## src/rtl/shift_reg_pkg.sv

```systemverilog
// shift_reg_pkg: shared state enum, idle pin levels and default sizes for 74HC165 chain readers.
package shift_reg_pkg;
  typedef enum logic [2:0] {IDLE, LOAD, SHIFT_LO, SHIFT_HI, DONE} state_e;
  localparam logic PL_IDLE = 1'b1;
  localparam logic CP_IDLE = 1'b0;
  localparam logic CE_IDLE = 1'b1;
  localparam int WIDTH_DEF = 8;
  localparam int CLK_DIV_DEF = 4;
endpackage

```

## src/rtl/sync_2ff.sv

```systemverilog
// sync_2ff: 1-bit two-flop synchroniser for asynchronous board inputs.
//   clk  - destination clock
//   rst  - asynchronous active-high reset, clears both flops
//   d_i  - asynchronous input
//   q_o  - synchronised output, two clk cycles behind d_i
module sync_2ff (
  input  logic clk,
  input  logic rst,
  input  logic d_i,
  output logic q_o
);
  logic meta_q;
  always_ff @(posedge clk or posedge rst) begin
    if (rst) begin
      meta_q <= 1'b0;
      q_o    <= 1'b0;
    end else begin
      meta_q <= d_i;
      q_o    <= meta_q;
    end
  end
endmodule

```

## src/rtl/shift_reg_rd.sv

```systemverilog
// shift_reg_rd: reader for a 74HC165 parallel-in/serial-out chain, MSB-first.
//   clk/rst        - common clock, asynchronous active-high reset
//   rd_en          - read request, accepted only in IDLE
//   rd_busy        - high from LOAD through DONE
//   rd_vld/rd_data - one-cycle strobe with the captured word (bit WIDTH-1 shifted first)
//   o_PL/o_CP/o_CE - chain parallel-load (low), serial clock, clock-enable (low)
//   i_Q7           - serial data from the chain, asynchronous to clk
module shift_reg_rd
  import shift_reg_pkg::*;
#(
  parameter int WIDTH   = WIDTH_DEF,
  parameter int CLK_DIV = CLK_DIV_DEF
) (
  input  logic             clk,
  input  logic             rst,
  input  logic             rd_en,
  output logic             rd_busy,
  output logic             rd_vld,
  output logic [WIDTH-1:0] rd_data,
  output logic             o_PL,
  output logic             o_CP,
  output logic             o_CE,
  input  logic             i_Q7
);
  localparam int DW = $clog2(CLK_DIV);
  localparam int BW = (WIDTH > 1) ? $clog2(WIDTH) : 1;
  logic q7_s;
  state_e state_q, state_d;
  logic [DW-1:0] div_q, div_d;
  logic [BW-1:0] bit_q, bit_d;
  logic [WIDTH-1:0] sh_q, sh_d;
  logic div_end;
  sync_2ff u_sync (
    .clk (clk),
    .rst (rst),
    .d_i (i_Q7),
    .q_o (q7_s)
  );
  assign div_end = (div_q == DW'(CLK_DIV - 1));
  always_comb begin
    state_d = state_q;
    bit_d   = bit_q;
    sh_d    = sh_q;
    case (state_q)
      IDLE:     state_d = rd_en ? LOAD : IDLE;
      LOAD:     if (div_end) begin
                  state_d = SHIFT_LO;
                  bit_d   = BW'(WIDTH - 1);
                end
      SHIFT_LO: if (div_end) begin
                  sh_d    = {sh_q[WIDTH-2:0], q7_s};
                  state_d = (bit_q == '0) ? DONE : SHIFT_HI;
                end
      SHIFT_HI: if (div_end) begin
                  state_d = SHIFT_LO;
                  bit_d   = bit_q - BW'(1);
                end
      DONE:     state_d = IDLE;
      default:  state_d = IDLE;
    endcase
    // divider restarts on every state entry and never runs in IDLE
    div_d = (state_d != state_q || state_q == IDLE) ? '0 : div_q + DW'(1);
  end
  // outputs are registered from the next state so pins change with the state
  always_ff @(posedge clk or posedge rst) begin
    if (rst) begin
      state_q <= IDLE;
      div_q   <= '0;
      bit_q   <= '0;
      sh_q    <= '0;
      o_PL    <= PL_IDLE;
      o_CP    <= CP_IDLE;
      o_CE    <= CE_IDLE;
      rd_busy <= 1'b0;
      rd_vld  <= 1'b0;
      rd_data <= '0;
    end else begin
      state_q <= state_d;
      div_q   <= div_d;
      bit_q   <= bit_d;
      sh_q    <= sh_d;
      o_PL    <= (state_d == LOAD) ? ~PL_IDLE : PL_IDLE;
      o_CP    <= (state_d == SHIFT_HI) ? ~CP_IDLE : CP_IDLE;
      o_CE    <= (state_d == SHIFT_LO || state_d == SHIFT_HI) ? ~CE_IDLE : CE_IDLE;
      rd_busy <= (state_d != IDLE);
      rd_vld  <= (state_d == DONE);
      if (state_d == DONE) rd_data <= sh_d;
    end
  end
endmodule

```

## config.mk

```make
export PLATFORM = sky130hd
export DESIGN_NAME = shift_reg_rd
export DESIGN_NICKNAME = d
export VERILOG_FILES = /design/src/rtl/shift_reg_pkg.sv /design/src/rtl/sync_2ff.sv /design/src/rtl/shift_reg_rd.sv
export SDC_FILE = /design/constraint.sdc
export NUM_CORES = 1
export LEC_CHECK = 0
export BUFFER_PORTS_ARGS = -buffer_cell sky130_fd_sc_hd__buf_4
export CORE_MARGIN = 8
export CORE_UTILIZATION = 50
export CTS_CLUSTER_SIZE = 16
export DETAILED_ROUTE_END_ITERATION = 8
export PLACE_DENSITY = 0.73
export SLEW_MARGIN = 20
export SYNTH_ARGS = -nofsm -noshare
export SYNTH_HDL_FRONTEND = slang
export SYNTH_HIERARCHICAL = 1
export SYNTH_SLANG_ARGS = --single-unit
```

## constraint.sdc

```tcl
create_clock -name clk -period 1.4 [get_ports clk]
set_input_delay 0.21 -clock clk [delete_from_list [all_inputs] [get_ports clk]]
set_output_delay 0.21 -clock clk [all_outputs]
set_load 0.01 [all_outputs]
```

==> impl_metrics.toml <==
[run_status]
status = "finished, violations left"
violations = "negative setup slack"

[place]
io_buffers = 16
gp_congestion = 0.712
dp.final_hpwl_mm = 1.69

[critical_path]
critPathLaunchType = "flop"
crit_required_ns = 1.62
cp.arrival_ns = 1.71
crit_path_end_kind = "flop"
crit_type = "flop to flop"
path_max_fanout = 5

[floorplan]
core_area_um2 = 2480
ioPinCount = 17
die_h_um = 66.9
rows = 18
die_w_um = 66.9
die_area_um2 = 4480
start_util_pct = 52.3

[sta]
hold_viol_final = 0
rsz0062_at_grt = "yes"
tightestPinTransition_ns = 0.460
relSlewSlack_pct = 69.3
fin_ws_ns = -0.0876
fin_crit_ns = 1.49
finalClockSkew_ns = 0.00860
period_share_pct = 106
final_max_slew_viol_count = 0
setup_viol = 8
maxClockFrequency_mhz = 672
whs_ns = 0.305

[logic_synthesis]
synthSimpleGateAreaFrac_pct = 9.46
synth_xor_area_share_pct = 0
avgSynthCellArea_um2 = 14.4
yosys.cell_types.count = 32
ys_top_cells_by_area = "dfrtp_1, mux2_4, mux2_2"
synth_area_um2 = 1300
synth-adder-area-share_pct = 3.86
ys_ff_latch = 31
yosysTopAreaCell = "dfrtp_1"
syn_inst = 90
ys_seq_area_share_pct = 60.0
synth.top_cell.area_share_pct = 56.0
syn-num-nets = 98
synth_top_family_by_area = "multiplexers"
ys_warn_count = 6
synth_mux_area_share_pct = 18.0
synth_compound_area_share_pct = 5.02

[finish]
syn2layout_area_growth_pct = 32.4
final_util_pct = 69.3
finalNetCount = 132
antenna_cells = 0
final_common_cell = "dfrtp_1"
final_cell_mix = "dfrtp_1, buf_4, mux2_2, mux2_4, clkbuf_4"
drive_gt1_share_pct = 58.4

[global_routing]
grt_pass1_wl_mm = 4.08
grt.overflow.total = 0
antenna_found_initial = 0
track_usage_pct = 12.5
grt_pass1_vias = 859
grt_max_degree = 20

[power]
total_power_w = 0.00168
cellLeakagePower_nw = 0.803
power_density_nw_per_um2 = 981
max-vdd-ir-drop_mv = 0.826

[clock_tree]
h-tree-depth = 2
clkTransAtPathRegs_ns = 0.10
root_buffer = "clkbuf_4"
clock-sinks = 31
numCtsBuffers = 5
tritoncts = "done"
clkLatencyLatePin_ns = 0.32
clk_path_buf_depth = 2

[routing]
wl_per_cell_um = 16.9
viasPerCell = 5.15
vias = 798
route.detailed.drc = 0
first_iter_violations = 42
detail_route.first_pass.iterations = 4
antenna_left = 0
totalWireLength_mm = 2.62

[worst_hold_path]
hp-class = "input port to asynchronous set/reset pin"

[job]
cap_violations = 0
-- metrics by stage --
step                      setup slack [ns]  TNS, ns  instance area, um^2  std cells
after floorplan                    -0.0732   -0.585                 1320         90
after global placement             -0.0906    -1.18                 1530        142
after detailed placement            -0.152    -1.61                 1530        142
after CTS                           -0.139    -1.01                 1670        153
after global routing                -0.108   -0.939                 1720        155
final                              -0.0876   -0.618                 1720        155
-- cells in the mapped netlist, drive strengths merged --
cell / instances
nand2b: 3
and3: 1
buf: 2
a21o: 1
a31oi: 2
and4bb: 1
dfstp: 2
o21a: 1
nor3: 1
a21bo: 1
a21oi: 1
ha: 4
a2bb2oi: 1
clkbuf: 2
dfrtp: 29
nand2: 1
mux2: 18
nand3b: 1
and3b: 1
and4: 2
nand3: 1
inv: 6
nor3b: 1
nor2: 4
o21ai: 1
nor2b: 1
a21boi: 1
-- worst max-delay path, cell delays in order, from the launching register on --
cell,delay (ns)
dfrtp_1,0.40
inv_2,0.07
ha_4,0.14
ha_4,0.15
and4_2,0.31
mux2_4,0.32
-- registers in the layout, indices dropped and copies added, names as in the netlist --
register and cells:
rd_busy 1, o_CE 1, rd_data 8, sh_q 8, u_sync/meta_q 1, o_PL 1, o_CP 1, bit_q 3
u_sync/q_o 1, div_q 2, state_q 3, rd_vld 1
-- cell type report --
class | instances | area [um^2]
clock buffers | 6 | 51.3
inverters | 6 | 22.5
well taps | 30 | 37.5
flip-flops and latches | 31 | 779
multi-input cells | 50 | 548
clock inverters | 2 | 35.0
fillers | 174 | 761
repair buffers | 30 | 243
-- path summary, 6_finish.rpt --
kind                               start  cells after the start       endpoint  slack, ns
min in group clk           u_sync/meta_q                      0     u_sync/q_o       0.38
hold reg to reg            u_sync/meta_q                      0     u_sync/q_o       0.38
max in group asynchronous            rst                      4     rd_data[6]       0.47
setup / recovery                bit_q[0]                      5     rd_data[2]      -0.09
hold / removal                       rst                      3  u_sync/meta_q       0.30
setup reg to reg                bit_q[0]                      5     rd_data[2]      -0.09
-- routing by layer --
metal | GRT usage (%) | share of wire (%) | up-vias
li1 | - | - | 382
met1 | 14.1 | 43 | 393
met2 | 19.6 | 50 | 17
met3 | 6.21 | 5.6 | 6
met4 | 5.48 | 1.4 | 0
met5 | 0 | 0 | -
-- kinds of logic (layout without fill, tap and decap cells) --
logic type	Yosys count	in the layout
DFF	31	31
muxes	18	18
and+or+nand+nor	18	19
buffers and inverters	10	44
AOI/OAI and AO/OA	9	9
adders and majority gates	4	4
-- what timing repair did --
item                                    4_1_cts  5_1_grt
hold buffers                                  2        0
endpoints found under the setup margin       15       12
gates resized for setup                       6        7
hold endpoints to repair                     11        0
gates cloned                                  1        0
buffers inserted                              0        2
pin swaps                                     1        3
-- where the power goes --
part | switching (W) | internal [W]
clock | 0.000302 | 0.000422
sequential | 0.00000926 | 0.000907
combinational | 0.0000226 | 0.0000226
No activity file was read; power rests on OpenSTA's default activity.
